### src/rtl/fifo_write_adapter.sv
// fifo_write_adapter
// Write-side ingress stage placed in front of async_fifo, in the write_clk domain.
// It turns an upstream valid/ready stream into async_fifo write strobes through a
// two-entry skid buffer. in_ready is a flop, so upstream never sees a path from
// fifo_full. New input is refused early once fifo_count reaches AF_THRESH. The
// block also keeps a wrapping count of written words and a saturating count of
// words discarded by flush.
module fifo_write_adapter #(
  parameter int DATA_WIDTH = 8,
  parameter int DEPTH      = 8,
  parameter int AF_THRESH  = 6,
  parameter int CNT_WIDTH  = 16
) (
  input  logic                    write_clk,
  input  logic                    write_reset_n,
  input  logic                    flush,
  input  logic                    in_valid,
  output logic                    in_ready,
  input  logic [DATA_WIDTH-1:0]   in_data,
  input  logic                    fifo_full,
  input  logic [$clog2(DEPTH):0]  fifo_count,
  output logic                    fifo_write_en,
  output logic [DATA_WIDTH-1:0]   fifo_write_data,
  output logic [CNT_WIDTH-1:0]    accepted_cnt,
  output logic [CNT_WIDTH-1:0]    dropped_cnt
);

  localparam int COUNT_WIDTH = $clog2(DEPTH) + 1;
  // AF_THRESH never exceeds DEPTH, so it always fits the occupancy width.
  localparam logic [COUNT_WIDTH-1:0] AF_LEVEL = COUNT_WIDTH'(AF_THRESH);

  // Number of words currently held. H is always the older word; S is used only
  // when both registers are full.
  typedef enum logic [1:0] {
    OCC_EMPTY = 2'd0,
    OCC_ONE   = 2'd1,
    OCC_TWO   = 2'd2
  } occ_e;

  occ_e                  occ_q, occ_d;
  logic [DATA_WIDTH-1:0] head_q, head_d;
  logic [DATA_WIDTH-1:0] skid_q, skid_d;
  logic                  in_ready_q, in_ready_d;
  logic [CNT_WIDTH-1:0]  accepted_q, accepted_d;
  logic [CNT_WIDTH-1:0]  dropped_q, dropped_d;

  logic                  push;
  logic                  pop;
  logic [1:0]            held_words;
  logic [CNT_WIDTH:0]    dropped_sum;

  // Handshakes. A flush cycle suppresses both the push and the pop.
  always_comb begin
    push = in_valid & in_ready_q & ~flush;
    pop  = (occ_q != OCC_EMPTY) & ~fifo_full & ~flush;
  end

  // Occupancy FSM and data movement. Order is kept strictly FIFO: S only ever
  // moves into H and is never presented to the FIFO directly.
  always_comb begin
    occ_d  = occ_q;
    head_d = head_q;
    skid_d = skid_q;
    if (flush) begin
      occ_d = OCC_EMPTY;
    end else begin
      case (occ_q)
        OCC_EMPTY: begin
          if (push) begin
            occ_d  = OCC_ONE;
            head_d = in_data;
          end
        end
        OCC_ONE: begin
          if (push && !pop) begin
            occ_d  = OCC_TWO;
            skid_d = in_data;
          end else if (pop && !push) begin
            occ_d = OCC_EMPTY;
          end else if (push && pop) begin
            head_d = in_data;
          end
        end
        OCC_TWO: begin
          // in_ready is low whenever the buffer is full, so no push here.
          if (pop) begin
            occ_d  = OCC_ONE;
            head_d = skid_q;
          end
        end
        default: begin
          occ_d = OCC_EMPTY;
        end
      endcase
    end
  end

  // Next in_ready. fifo_count lags the real occupancy by a cycle; the skid entry
  // absorbs the single word that can still arrive after the threshold is hit.
  always_comb begin
    in_ready_d = (occ_d != OCC_TWO) & (fifo_count < AF_LEVEL) & ~flush;
  end

  // Statistics: accepted wraps, dropped saturates at all-ones.
  always_comb begin
    case (occ_q)
      OCC_ONE: held_words = 2'd1;
      OCC_TWO: held_words = 2'd2;
      default: held_words = 2'd0;
    endcase
    dropped_sum = {1'b0, dropped_q} + (CNT_WIDTH+1)'(held_words);
    accepted_d  = pop ? accepted_q + 1'b1 : accepted_q;
    dropped_d   = dropped_q;
    if (flush) begin
      dropped_d = dropped_sum[CNT_WIDTH] ? {CNT_WIDTH{1'b1}} : dropped_sum[CNT_WIDTH-1:0];
    end
  end

  // State registers. Reset discards held words without counting them as dropped.
  always_ff @(posedge write_clk or negedge write_reset_n) begin
    if (!write_reset_n) begin
      occ_q      <= OCC_EMPTY;
      head_q     <= '0;
      skid_q     <= '0;
      in_ready_q <= 1'b0;
      accepted_q <= '0;
      dropped_q  <= '0;
    end else begin
      occ_q      <= occ_d;
      head_q     <= head_d;
      skid_q     <= skid_d;
      in_ready_q <= in_ready_d;
      accepted_q <= accepted_d;
      dropped_q  <= dropped_d;
    end
  end

  // Output mapping. The write strobe is combinational from fifo_full.
  always_comb begin
    in_ready        = in_ready_q;
    fifo_write_en   = pop;
    fifo_write_data = head_q;
    accepted_cnt    = accepted_q;
    dropped_cnt     = dropped_q;
  end

endmodule

### config.mk
export PLATFORM = sky130hd
export DESIGN_NAME = fifo_write_adapter
export DESIGN_NICKNAME = d
export VERILOG_FILES = /design/src/rtl/fifo_write_adapter.sv
export SDC_FILE = /design/constraint.sdc
export NUM_CORES = 1
export LEC_CHECK = 0
export ABC_CLOCK_PERIOD_IN_PS = 2600
export CAP_MARGIN = 15
export CORE_MARGIN = 1.5
export CORE_UTILIZATION = 40
export DETAILED_ROUTE_END_ITERATION = 7
export PLACE_DENSITY_LB_ADDON = 0.3
export SLEW_MARGIN = 20
export SYNTH_ARGS = -nofsm -noshare
export SYNTH_HDL_FRONTEND = slang
export SYNTH_SLANG_ARGS = --single-unit
### constraint.sdc
create_clock -name write_clk -period 2.6 [get_ports write_clk]
set_input_delay 0.78 -clock write_clk [delete_from_list [all_inputs] [get_ports write_clk]]
set_output_delay 0.78 -clock write_clk [all_outputs]
set_load 0.005 [all_outputs]
==> Word level (Yosys, flattened, before mapping) <==
Cells that the tools add are included.
{ "classes": {"addsub": 2, "bitwise": 8, "n_eq_ne": 8, "reduce_logical": 10, "order_cmp": 1, "mux": 14} }
{ "op_table": {"columns": ["cell", "count"], "rows": [
  ["$mux W8", 5],
  ["$pmux W8 S3", 1],
  ["$add A16 B2 Y17", 1],
  ["$add A16 B1 Y16 const B", 1],
  ["$mux W16", 1],
  ["$ne A2 B2 Y1 const B", 6],
  ["$mux W2", 5],
  ["$reduce_and A7 Y1", 1],
  ["$and A1 B1 Y1", 6],
  ["$pmux W2 S3", 1],
  ["$lt A4 B3 Y1 const B", 1],
  ["$pmux W2 S2", 1],
  ["$logic_and A1 B1 Y1", 3],
  ["$reduce_and A3 Y1", 1],
  ["$reduce_bool A3 Y1", 1],
  ["$eq A2 B1 Y1 const B", 1],
  ["$eq A2 B2 Y1 const B", 1],
  ["$logic_not A1 Y1", 2],
  ["$logic_not A2 Y1", 1],
  ["$not A1 Y1", 2],
  ["$reduce_bool A2 Y1", 1]
]} }
{ "totals": {"in_bits": 17, "ff_bits": 51, "word_cells": 49, "out_inout_bits": 42} }

==> Longest topological paths before layout <==
{ "logic_depth": {"depth_word": 11, "mapped_depth": 9, "depth_no_buf": 8} }

==> Least setup slack after synthesis <==
No wires, ideal clock.
{ "synth_timing": {"path_type": "register to register", "startpoint": "register occ_q[0]", "endpoint": "register dropped_q[14] (netlist: dropped_cnt[14])", "n_path_buf": 2, "stages_incl_launch_ff": 9, "arrival_ns": 2.213, "path_slack_ns": 0.262, "setup_ns": 0.125, "synth_period_minus_slack_ns": 2.338, "required_ns": 2.475, "cell_sequence": "dfrtp_1 nand2b_1 buf_1 fa_1 and4b_1 and4_1 buf_2 nand4_1 mux2_2"} }
{ "synth_between": {"elab_chain_cells": 4, "word_cells_on_any_way": 5, "classes_between": "1 x add/sub; 2 x eq/ne; 2 x mux"} }
{ "synth_lines": {"columns": ["element", "line", "text"], "rows": [
  ["from (decl)", "40", "occ_e occ_q, occ_d;"],
  ["from (signal assigned)", "122", "occ_q <= OCC_EMPTY;"],
  ["from (signal assigned)", "129", "occ_q <= occ_d;"],
  ["$eq A2 B2 Y1 or $eq A2 B1 Y1 (tied branches)", "106", "case (occ_q)"],
  ["$pmux W2 S2 *", "106", null],
  ["$add A16 B2 Y17 *", "111", "dropped_sum = {1'b0, dropped_q} + (CNT_WIDTH+1)'(held_words);"],
  ["$mux W16 *", "115", "dropped_d = dropped_sum[CNT_WIDTH] ? {CNT_WIDTH{1'b1}} : dropped_sum[CNT_WIDTH-1:0];"],
  ["to (signal assigned)", "134", "dropped_q <= dropped_d;"],
  ["to (decl)", "45", "logic [CNT_WIDTH-1:0] dropped_q, dropped_d;"]
]} }
Mark *: on every way between the ends. The rest lies on a longest branch, timed or not.
A chain may end at the register's enable or synchronous reset.

==> Final worst setup path <==
{ "layout_timing": {"startpoint": "input port flush", "endpoint": "output port fifo_write_en"} }
{ "layout_between": {"elab_chain_cells": 2} }
{ "layout_lines": {"columns": ["element", "line", "text"], "rows": [
  ["from (decl)", "16", "input logic flush,"],
  ["$not A1 Y1 (no line)", null, null],
  ["$and A1 B1 Y1", "55", "pop = (occ_q != OCC_EMPTY) & ~fifo_full & ~flush;"],
  ["to (decl)", "22", "output logic fifo_write_en,"]
]} }
No other way between the ends.

==> metrics.log <==
[metrics] run status: finished, final reports clean
[metrics] worst-skew pair later-pin latency: 0.30 ns
[metrics] synthesized instance count: 225
[metrics] post-synthesis sequential element count: 51
[metrics] Pre-antenna DRT Iters: 4
[metrics] clock-pin slew of the registers on the worst-case setup and hold paths: 0.09 ns
[metrics] largest clock skew in the final design: 0.00992 ns
[metrics] Root Buffer Master: clkbuf_8
[metrics] total congestion overflow: 0
[metrics] Total Die Area: 0.00656 sq mm
[metrics] Worst setup SP type: primary input
[metrics] remaining antenna violation count after routing: 0
[metrics] number of global-route vias before repair: 1789
[metrics] horizontal extent of the die: 81 um
[metrics] worst hold slack: 0.465 ns
[metrics] critical path endpoint category: output pin
[metrics] DPL Wire Length: 3.61 mm
[metrics] largest vdd supply drop: 288 uV
[metrics] fill count: 522
[metrics] die height: 81 um
[metrics] total global routing track utilization: 16.3%
[metrics] type of the worst min-delay path: primary input to asynchronous set/reset pin
[metrics] fin crit period: 2.54 ns
[metrics] largest net degree at the start of global routing: 30
[metrics] deepest level of the CTS H-tree: 2
[metrics] slowest cell on the critical path: clkdlybuf4s50_1
[metrics] total via count in the routed design: 1880
[metrics] CP Data Arrival Time: 1.76 ns
[metrics] final number of setup-violating endpoints: 0
[metrics] # clock sinks: 51
[metrics] number of failing hold endpoints at the final stage: 0
[metrics] family with the most delay on the worst path: buffers and inverters
[metrics] Yosys warning total: 0
[metrics] number of standard-cell rows in the floorplan: 28
[metrics] power density over cell area: 562 mW/mm^2
[metrics] Syn-to-layout area delta: 35.3%
[metrics] CTS max path bufs: 2
[metrics] Cell Area, Synth: 0.00243 sq mm
[metrics] weighted congestion at the end of routability-driven global placement: 0.757
[metrics] highest net fanout along the worst path: 2
[metrics] number of port buffers: 57
[metrics] Peak Freq: 0.393 GHz
[metrics] CTS tree: built
[metrics] area inside the core boundary: 0.00589 sq mm
[metrics] mean number of vias per cell: 5.07
[metrics] iteration-0 DRC count of the detailed router: 134
[metrics] leakage power figure: 1.47 nW
[metrics] number of buffers inserted by post-CTS setup repair: 0
[metrics] final-report max-slew violation count: 0
[metrics] critical path's largest stage delay: 0.43 ns
[metrics] wire length of the first global-routing pass: 8.30 mm
[metrics] Top Ports: 59
[metrics] post-synth net total: 246
[metrics] antenna violations before repair: 0
[metrics] required time of the critical path: 1.82 ns
[metrics] Num CTS Buffers: 5
[metrics] initial standard-cell utilization of the core: 41.3%
[metrics] number of diodes: 0
[metrics] share of synthesized registers carrying an async set or reset: 100%
[metrics] Final nets: 317
[metrics] Avg Synthesized Cell Area: 10.8 sq um
[metrics] number of enable flip-flop cells after synthesis: 0
[metrics] Cell variety after synth: 39
[metrics] slew of the pin with the lowest slew margin: 0.613 ns
[metrics] number of max-capacitance violations reported: 0
[metrics] DRC: 0
[metrics] ordered list of cells on the worst path: clkdlybuf4s50_1, or2_4, nor2_4, clkdlybuf4s15_2
[metrics] Synth Flop Type: dfrtp_1
[metrics] Sum Neg Setup Slack: 0 ns
[metrics] post-detailed-route wirelength per cell: 13.2 um
[metrics] Period Utilization, post-route: 97.8%
[metrics] RSZ-0062 raised after global routing: false
[metrics] Crit Path Class: primary input to output pin
[metrics] total buffers and inverters traversed by the critical path: 2
[metrics] fraction of final layout cells with drive strength greater than 1: 16.2%
[metrics] wire length after detailed routing: 4.91 mm
[metrics] post-synthesis sequential area ratio: 52.4%
[metrics] worst slew margin relative to its limit: 59.0%
[registers in the layout, summed over array words and instances (netlist names)]
name / count
occ_q: 2
dropped_cnt: 16
accepted_cnt: 16
in_ready: 1
fifo_write_data: 8
skid_q: 8
[logic make-up (layout without fill, tap and decap cells)]
group / after synthesis / after routing / synth area share (%)
buf+inv: 10 / 81 / 1.64
flops: 51 / 51 / 52.4
xor+xnor: 22 / 22 / 7.92
fa+ha+maj: 4 / 4 / 2.37
mux: 22 / 22 / 10.0
compound gates: 15 / 15 / 3.91
simple gates: 101 / 101 / 21.7
[Yosys cell counts (2+ instances only)]
cell type	count	area share, %
a21oi_1	7	1.4
a31oi_1	3	0.77
and3_1	3	0.77
and3_2	2	0.62
buf_2	2	0.41
dfrtp_1	51	52
ha_1	3	1.5
inv_1	6	0.93
mux2_2	19	8.8
mux2i_1	3	1.2
nand2_1	46	7.1
nand2b_1	2	0.51
nand3_1	11	2.3
nand4_1	7	1.8
nor2_1	10	1.5
nor2_2	2	0.51
nor2b_1	2	0.51
nor3_1	3	0.62
nor4_4	2	1.7
o22a_1	2	0.72
xnor2_1	17	6.1
xor2_1	5	1.8
[cell type report]
| cell class | instances | area [sq um] | area share (%) |
|---|---|---|---|
| clock buffer | 6 | 72.6 | 2.20 |
| clock inverter | 1 | 30.0 | 0.912 |
| inverter | 7 | 26.3 | 0.798 |
| multi-input combinational | 164 | 1130 | 34.2 |
| sequential | 51 | 1280 | 38.8 |
| tap | 75 | 93.8 | 2.85 |
| timing repair buffer | 67 | 666 | 20.2 |
[per-layer routing]
layer / GRT usage [%] / vias up / share of wire (%)
li1: - / 909 / -
met1: 21.0 / 918 / 47
met2: 27.3 / 47 / 48
met3: 3.93 / 6 / 4.5
met4: 4.31 / 0 / 1.0
met5: 0 / - / 0
[stage by stage]
stage	setup slack, ns	area, sq um	cells	total power, mW	utilization, %
detailed placement	-0.405	3180	364	1.35	54.0
floorplan	0.262	2430	225	1.10	-
finish	0.0564	3290	371	1.85	55.9
global placement	-0.406	3180	364	1.34	54.0
CTS	0.0331	3290	371	1.88	55.8
global route	0.0119	3290	371	1.95	55.9
[report_power, final]
group	total, mW	switching [mW]	internal, mW
clock	0.523	0.240	0.282
sequential	0.968	0.0888	0.879
combinational	0.358	0.119	0.239
total	1.85	0.449	1.40
[path summary, 6_finish.rpt]
check | from | end | slack, ns | cells past startpoint
setup / recovery | flush | fifo_write_en | 0.06 | 4
hold / removal | write_reset_n | accepted_cnt[9] | 0.46 | 1
setup reg to reg | occ_q[0] | dropped_cnt[14] | 0.19 | 8
hold reg to reg | accepted_cnt[15] | accepted_cnt[15] | 0.47 | 1
max in group asynchronous | write_reset_n | dropped_cnt[5] | 1.58 | 2
min in group write_clk | accepted_cnt[15] | accepted_cnt[15] | 0.47 | 1
[cell usage in the layout, fill, tap and decap left out, types with 5 or more instances in the layout]
master and n:
a21oi_1 7, buf_4 8, clkbuf_8 5, clkdlybuf4s50_1 54, dfrtp_1 51, inv_1 6
mux2_2 19, nand2_1 46, nand3_1 11, nand4_1 7, nor2_1 9, xnor2_1 17
xor2_1 5
[timing repair]
item / 4_1_cts / 5_1_grt
resized for setup: 6 / 1
pin swaps: 1 / 0
setup endpoints to repair: 1 / 1
hold buffers: 0 / 0
Note: power is estimated with default switching activity, not from simulation.
